## src/rtl/pipe_hazard_ctrl.sv

```systemverilog
// Hazard, forwarding and stall sequencer for the 5-stage pipeline: drives stage-register
// enables/bubbles, ALU operand forwarding selects, memory-wait freeze and a stall counter.
module pipe_hazard_ctrl #(
    parameter int unsigned MEM_TIMEOUT = 15,
    parameter int unsigned CNT_W       = 16
) (
    input  logic             clk,
    input  logic             clrn,
    input  logic [4:0]       rs,
    input  logic [4:0]       rt,
    input  logic             use_rs,
    input  logic             use_rt,
    input  logic             pcsrc_taken,
    input  logic [4:0]       ern,
    input  logic             ewreg,
    input  logic             em2reg,
    input  logic [4:0]       mrn,
    input  logic             mwreg,
    input  logic             mm2reg,
    input  logic             mreq,
    input  logic             mem_ready,
    output logic             wpcir,
    output logic             ifid_flush,
    output logic             idex_bubble,
    output logic             idex_en,
    output logic             exmem_en,
    output logic             memwb_bubble,
    output logic [1:0]       fwda,
    output logic [1:0]       fwdb,
    output logic             mem_err,
    output logic [CNT_W-1:0] stall_cnt
);

    localparam logic [1:0] RUN  = 2'd0;
    localparam logic [1:0] WAIT = 2'd1;
    localparam logic [1:0] HALT = 2'd2;

    localparam logic [7:0] TIMEOUT = 8'(MEM_TIMEOUT);

    logic [1:0] state, state_nxt;
    logic [7:0] wait_cnt, wait_cnt_nxt;
    logic       err_nxt;
    logic       freeze;
    logic       ldstall;

    // EX result wins over MEM; a load still in EX cannot forward and falls through to MEM.
    function automatic logic [1:0] fwd_sel(
        input logic [4:0] r,
        input logic [4:0] e_rn,
        input logic       e_wreg,
        input logic       e_m2reg,
        input logic [4:0] m_rn,
        input logic       m_wreg,
        input logic       m_m2reg
    );
        if (e_wreg && (e_rn != 5'd0) && (e_rn == r) && !e_m2reg)
            return 2'b01;
        else if (m_wreg && (m_rn != 5'd0) && (m_rn == r))
            return m_m2reg ? 2'b11 : 2'b10;
        else
            return 2'b00;
    endfunction

    always_comb begin
        fwda = fwd_sel(rs, ern, ewreg, em2reg, mrn, mwreg, mm2reg);
        fwdb = fwd_sel(rt, ern, ewreg, em2reg, mrn, mwreg, mm2reg);
    end

    always_comb begin
        ldstall = ewreg && em2reg && (ern != 5'd0) &&
                  ((use_rs && (ern == rs)) || (use_rt && (ern == rt)));
        freeze  = ((state == RUN) && mreq && !mem_ready) ||
                  (state == WAIT) || (state == HALT);

        wpcir        = !(freeze || ldstall);
        idex_en      = !freeze;
        exmem_en     = !freeze;
        memwb_bubble = freeze;
        idex_bubble  = ldstall && !freeze;
        ifid_flush   = pcsrc_taken && !freeze && !ldstall;
    end

    always_comb begin
        state_nxt    = state;
        wait_cnt_nxt = wait_cnt;
        err_nxt      = mem_err;
        case (state)
            RUN: begin
                if (mreq && !mem_ready) begin
                    state_nxt    = WAIT;
                    wait_cnt_nxt = 8'd1;
                end
            end
            WAIT: begin
                if (mem_ready) begin
                    state_nxt    = RUN;
                    wait_cnt_nxt = 8'd0;
                end else if (wait_cnt == TIMEOUT) begin
                    state_nxt = HALT;
                    err_nxt   = 1'b1;
                end else begin
                    wait_cnt_nxt = wait_cnt + 8'd1;
                end
            end
            HALT: begin
                err_nxt = 1'b1;
            end
            default: begin
                state_nxt    = RUN;
                wait_cnt_nxt = 8'd0;
            end
        endcase
    end

    always_ff @(posedge clk or negedge clrn) begin
        if (!clrn) begin
            state    <= RUN;
            wait_cnt <= '0;
            mem_err  <= 1'b0;
        end else begin
            state    <= state_nxt;
            wait_cnt <= wait_cnt_nxt;
            mem_err  <= err_nxt;
        end
    end

    always_ff @(posedge clk or negedge clrn) begin
        if (!clrn)
            stall_cnt <= '0;
        else if ((freeze || ldstall) && (stall_cnt != '1))
            stall_cnt <= stall_cnt + CNT_W'(1);
    end

endmodule

```

## config.mk

```make
export PLATFORM = sky130hd
export DESIGN_NAME = pipe_hazard_ctrl
export DESIGN_NICKNAME = d
export VERILOG_FILES = /design/src/rtl/pipe_hazard_ctrl.sv
export SDC_FILE = /design/constraint.sdc
export NUM_CORES = 1
export LEC_CHECK = 0
export CORE_MARGIN = 10
export CORE_UTILIZATION = 42
export DETAILED_ROUTE_END_ITERATION = 8
export GPL_TIMING_DRIVEN = 0
export PLACE_DENSITY = 0.75
export SLEW_MARGIN = 20
export SYNTH_ARGS = -nofsm -noshare
export SYNTH_HDL_FRONTEND = slang
export SYNTH_SLANG_ARGS = --single-unit
```

## constraint.sdc

```tcl
create_clock -name clk -period 1.7 [get_ports clk]
set_clock_uncertainty 0.1 [all_clocks]
set_input_delay 0.255 -clock clk [delete_from_list [all_inputs] [get_ports clk]]
set_output_delay 0.255 -clock clk [all_outputs]
set_load 0.03 [all_outputs]
```

* Word-level counts from Yosys, hierarchy flattened
Cells that the tools add are included.
** Word-level totals
- Register bits :: 27
- Latch bits :: 0
- Bits in writable memories :: 0
- ROM bits :: 0
- Input port bits :: 31
- Memories :: 0
** Operators by class
- $add $sub $neg :: 2
- Multipliers :: 0
- Div/mod/pow operators :: 0
- Order comparisons :: 0
- Equal/unequal tests :: 13
- Shifts and indexed selects :: 0
- Muxes and demuxes :: 16
- Bitwise gates (word level) :: 1
- Reductions and logical operators :: 36
** Operators by type and width (number)
- 8-bit two-way mux :: 3
- 8-bit case mux with 3 select lines :: 1
- 5-bit equality test :: 4
- 1-bit logical AND :: 20
- 16-bit by 1-bit adder with 16-bit output, second input constant :: 1
- 16-bit inequality test, second input constant :: 1
- 2-bit two-way mux :: 7
- 5-bit nonzero test :: 2
- 3-bit AND reduction :: 3
- 8-bit by 1-bit adder with 8-bit output, second input constant :: 1
- 8-bit by 4-bit equality test with 1-bit output, second input constant :: 1
- 2-bit case mux with 3 select lines :: 1
- 1-bit logical NOT :: 5
- 1-bit logical OR :: 4
- 2-bit by 1-bit inequality test with 1-bit output, second input constant :: 2
- 1-bit two-way mux :: 3
- 3-bit by 2-bit inequality test with 1-bit output, second input constant :: 1
- 3-bit inequality test, second input constant :: 1
- 2-bit by 1-bit equality test with 1-bit output, second input constant :: 1
- 2-bit equality test, second input constant :: 1
- 2-bit logical NOT :: 1
- 2-bit inequality test, second input constant :: 1
- 1-bit case mux with 2 select lines :: 1
- 2-bit nonzero test :: 1
- 1-bit NOT :: 1

* Longest topological paths before layout
- Depth in word-level cells :: 8
- Gate-level depth with buffers :: 8
- Gate-level depth less buffers :: 7

* Worst setup path after synthesis
OpenSTA, ideal clock, no wires.
- Kind :: register to register
- Start point :: reg state[1]
- End point :: reg stall_cnt[1]
- Data arrival time :: 1.926 ns
- Required time :: 1.475 ns
- Slack :: -0.451 ns
- Stages on the path, launching flop included :: 8
- Path buffers :: 1
- Clock period less this slack :: 2.151 ns
- Cell sequence :: dfrtp_1 or2_1 o21a_2 inv_1 a21oi_1 a31oi_2 buf_6 mux2_4
** On the way
- Cells in the longest elaborated chain, start to end :: 7
- Elaborated cells between the ends (all ways) :: 9
** Ends and longest elaborated chain
- start: declaration :: line 40 : logic [1:0] state, state_nxt;
- start signal: assignment :: line 121 : state <= state_nxt;
- 2-bit logical NOT :: line 72 : freeze = ((state == RUN) && mreq && !mem_ready) ||
- 1-bit logical AND (2 in a row) :: line 72
- 1-bit logical OR :: line 72
- 1-bit logical OR * :: line 73 : (state == WAIT) || (state == HALT);
- via memwb_bubble :: line 27 : output logic memwb_bubble,
- 1-bit logical OR * :: line 130 : else if ((freeze || ldstall) && (stall_cnt != '1))
- 1-bit logical AND * :: line 130
- end signal: assignment :: line 131 : stall_cnt <= stall_cnt + CNT_W'(1);
- end: declaration :: line 31 : output logic [CNT_W-1:0] stall_cnt
Mark *: on every way through the listed nets, which the timed path passes. The rest lies on a longest branch.
A chain may end at the register's enable or synchronous reset.

* Worst setup path after layout
- Start point :: reg state[1]
- End point :: reg stall_cnt[1]
** On the way
- Cells in the longest elaborated chain, start to end :: 7
- Elaborated cells between the ends (all ways) :: 9
** Ends and longest elaborated chain (line)
- 2-bit logical NOT :: 72
- 1-bit logical AND (2 in a row) :: 72
- 1-bit logical OR :: 72
- 1-bit logical OR * :: 73
- 1-bit logical OR * :: 130
- 1-bit logical AND * :: 130
Every way passes the cells marked *; elsewhere a longest branch is shown, timed or not.

==> results.sh <==
export IMPL_status="complete, but fails checks"
export IMPL_violations="setup timing"
export IMPL_synth_seq_cells=27
export IMPL_arrival_ps=1970
export IMPL_numCtsBuffers=3
export IMPL_fin_tns_setup_ps=-3210
export IMPL_clk_latency_ps=270
export IMPL_drtIter0Drc=53
export IMPL_internal_power_mw=0.930
export IMPL_pwr_share_comb=0.185
export IMPL_power_leakage_nw=1.37
export IMPL_grt_setup_unrepaired="yes"
export IMPL_dieArea_um2=7320
export IMPL_synthCells=185
export IMPL_whs_ps=347
export IMPL_drc_errors=0
export IMPL_critical_path_peak_fanout=5
export IMPL_vias=1752
export IMPL_synth_xor_area_frac=0.175
export IMPL_post_synth_top_area_cell="dfrtp_1"
export IMPL_avgSynthCellArea_um2=9.76
export IMPL_synth_fa_ha_area_frac=0.0139
export IMPL_synth_compound_area_share=0.0942
export IMPL_fmax_mhz=524
export IMPL_yosysSeqAreaShare=0.374
export IMPL_grt_total_usage=0.147
export IMPL_grt_max_degree=28
export IMPL_p_seq_frac=0.527
export IMPL_routedWlPerCell_um=16.6
export IMPL_path_buf_inv=2
export IMPL_synth_top_family_by_area="simple AND/OR/NAND/NOR gates"
export IMPL_muxShareOfSynthArea=0.0305
export IMPL_tightest_slew_ps=621
export IMPL_synthSimpleGateAreaFrac=0.286
export IMPL_fin_cells=329
export IMPL_cpMaxStageDelayCell="dfrtp_1"
export IMPL_p_per_area_nw_per_um2=422
export IMPL_finalCriticalPeriod_ps=1910
export IMPL_power_mw=1.26
export IMPL_cts_tree="built"
export IMPL_nets=313
export IMPL_yosysWarningCount=0
export IMPL_place_area_um2=2500
export IMPL_drive_above_1_share=0.480
export IMPL_hold_class="primary input to flip-flop"
export IMPL_cts_sinks=27
export IMPL_slowest_delay_ps=400
export IMPL_initial_core_util=0.442
export IMPL_endpoint_kind="flip-flop"
export IMPL_drtPass1Iterations=4
export IMPL_die_h_um=85.6
export IMPL_globalplace_congestion=0.839
export IMPL_grt_first_pass_wirelength_mm=9.03
export IMPL_min_period_over_period=1.12
export IMPL_yosysUniqueCellTypes=51
export IMPL_synth_area_leaders="dfrtp_1 37%, xor2_1 12%, xnor2_1 5.3%"
export IMPL_die_width_um=85.6
export IMPL_switching_share=0.262
export IMPL_cts_buffer_depth=2
export IMPL_syn_area_um2=1810
export IMPL_crit_family="compound AO/OA/AOI/OAI gates"
export IMPL_p_sw_mw=0.331
export IMPL_crit_chain="or2_1 -> o21a_4 -> clkinvlp_4 -> a21oi_2 -> a31oi_4 -> buf_6 -> mux2_4"
export IMPL_overflow=0
export IMPL_grt_pass1_vias=1844
export IMPL_drv_slew=0
export IMPL_max_vdd_ir_drop_mv=0.470
export IMPL_cts_root_buf="clkbuf_8"
export IMPL_slew_headroom=0.586
export IMPL_port_buffers=57
export IMPL_worstSetupPathType="flip-flop to flip-flop"
export IMPL_antenna_diode_count=0
export IMPL_viasPerCell=5.33
export IMPL_startpoint_type="flip-flop"
export IMPL_fillers=310
export IMPL_p_clk_frac=0.288
export IMPL_final_setup_worst_slack_ps=-210
export IMPL_synth_top_cell_area_share=0.374
export IMPL_fin_area_um2=2990
export IMPL_finalHoldViolCount=0
export IMPL_wirelength_mm=5.48
export IMPL_antenna_found_initial=0
export IMPL_htreeDepth=1
export IMPL_dp_cells=292
export IMPL_worst_ep_required_time_ps=1760
export IMPL_drv_cap=0
export IMPL_syn2layout_area_growth_pct=65.5
export IMPL_setup_viol=28
export IMPL_final_antenna_net_count=0
export IMPL_pin_count=58
export IMPL_syn_num_nets=218
export IMPL_dp_hpwl_mm=3.71
export IMPL_path_clk_slew_ps=90
export IMPL_core_region_area_um2=4090
export IMPL_num_rows=23
state kept, by name, summed over array words and instances, names as in the netlist:
| signal | flops |
|---|---|
| stall_cnt | 16 |
| mem_err | 1 |
| state | 2 |
| wait_cnt | 8 |
what timing repair did:
item,CTS,global route
hold endpoints to repair,27,0
setup buffers,25,6
setup endpoints to repair,48,33
pin swaps,30,18
hold buffers,1,0
resized for setup,180,25
gates cloned,1,0
layer usage:
metal | vias to the layer above | wire length (um) | GRT usage
met1 | 855 | 2500 | 0.189
met3 | 2 | 295 | 0.0255
li1 | 835 | - | -
met5 | - | 0 | 0
met2 | 60 | 2640 | 0.249
met4 | 0 | 41 | 0.0314
logic make-up (layout without fill, tap and decap cells):
family / count (synthesis) / after routing
simple gates: 85 / 85
xor+xnor: 36 / 36
flops: 27 / 27
compound gates: 21 / 21
buf+inv: 10 / 104
mux: 4 / 4
fa+ha+maj: 2 / 2
through the flow:
step                utilization  worst slack [ps]
CTS                       0.712              -216
finish                    0.731              -210
global route              0.731              -271
detailed placement        0.612             -1190
floorplan                     -              -305
global placement          0.613             -1180
power by group through the flow:
| stage | Clock (mW) | Sequential [mW] | Combinational (mW) |
|---|---|---|---|
| after floorplan | 0 | 0.674 | 0.0759 |
| after global placement | 0 | 0.675 | 0.191 |
| after detailed placement | 0 | 0.676 | 0.193 |
| after CTS | 0.367 | 0.664 | 0.224 |
| after global routing | 0.405 | 0.666 | 0.252 |
| final | 0.363 | 0.665 | 0.233 |
synth_stat cells (all sizes together):
| cell type | number |
|---|---|
| nand2 | 13 |
| a21oi | 3 |
| mux2i | 1 |
| o22ai | 3 |
| xor2 | 25 |
| o21ai | 5 |
| o211a | 1 |
| nand4 | 5 |
| nand3b | 1 |
| nor3 | 9 |
| a31oi | 2 |
| nand2b | 1 |
| or3 | 2 |
| o41a | 1 |
| or4 | 1 |
| xnor2 | 11 |
| inv | 7 |
| and3b | 1 |
| dfrtp | 27 |
| mux2 | 3 |
| nor4 | 6 |
| ha | 2 |
| nor3b | 2 |
| o21a | 1 |
| nor4b | 2 |
| and2 | 2 |
| buf | 2 |
| o22a | 1 |
| and3 | 3 |
| a21o | 2 |
| o32ai | 1 |
| and4 | 1 |
| nor2b | 4 |
| nor2 | 18 |
| or2 | 3 |
| nand3 | 11 |
| a32o | 1 |
| clkbuf | 1 |
cells in the final DEF, fill, tap and decap left out, types with 9 or more instances in the layout:
cell type | Yosys | layout
buf_6 | 1 | 15
xor2_1 | 25 | 22
dfrtp_1 | 27 | 17
nor2_1 | 18 | 12
dfrtp_2 | 0 | 10
dlygate4sd2_1 | 0 | 24
xnor2_1 | 11 | 11
nand3_1 | 11 | 10
buf_4 | 1 | 31
nand2_1 | 13 | 9
cell type report:
cell class | instances | area [um2] | area share
Sequential cell | 27 | 688 | 0.230
Clock buffer | 3 | 41.3 | 0.0138
Inverter | 7 | 30.0 | 0.0101
Buffer | 3 | 27.5 | 0.00921
Multi-Input combinational cell | 148 | 1370 | 0.458
Clock inverter | 1 | 5.00 | 0.00168
Timing Repair Buffer | 90 | 764 | 0.256
Tap cell | 50 | 62.6 | 0.0209
path summary, 6_finish.rpt:
| kind | to | start | cells past startpoint | slack, ps |
|---|---|---|---|---|
| max in group asynchronous | stall_cnt[8] | clrn | 2 | 620 |
| min in group asynchronous | wait_cnt[3] | clrn | 2 | 430 |
| worst max register to register | stall_cnt[1] | state[1] | 7 | -210 |
| worst max-delay path | stall_cnt[1] | state[1] | 7 | -210 |
| worst min-delay path | state[0] | mreq | 2 | 350 |
| worst min register to register | mem_err | mem_err | 1 | 390 |
(Power assumes the default switching activity.)
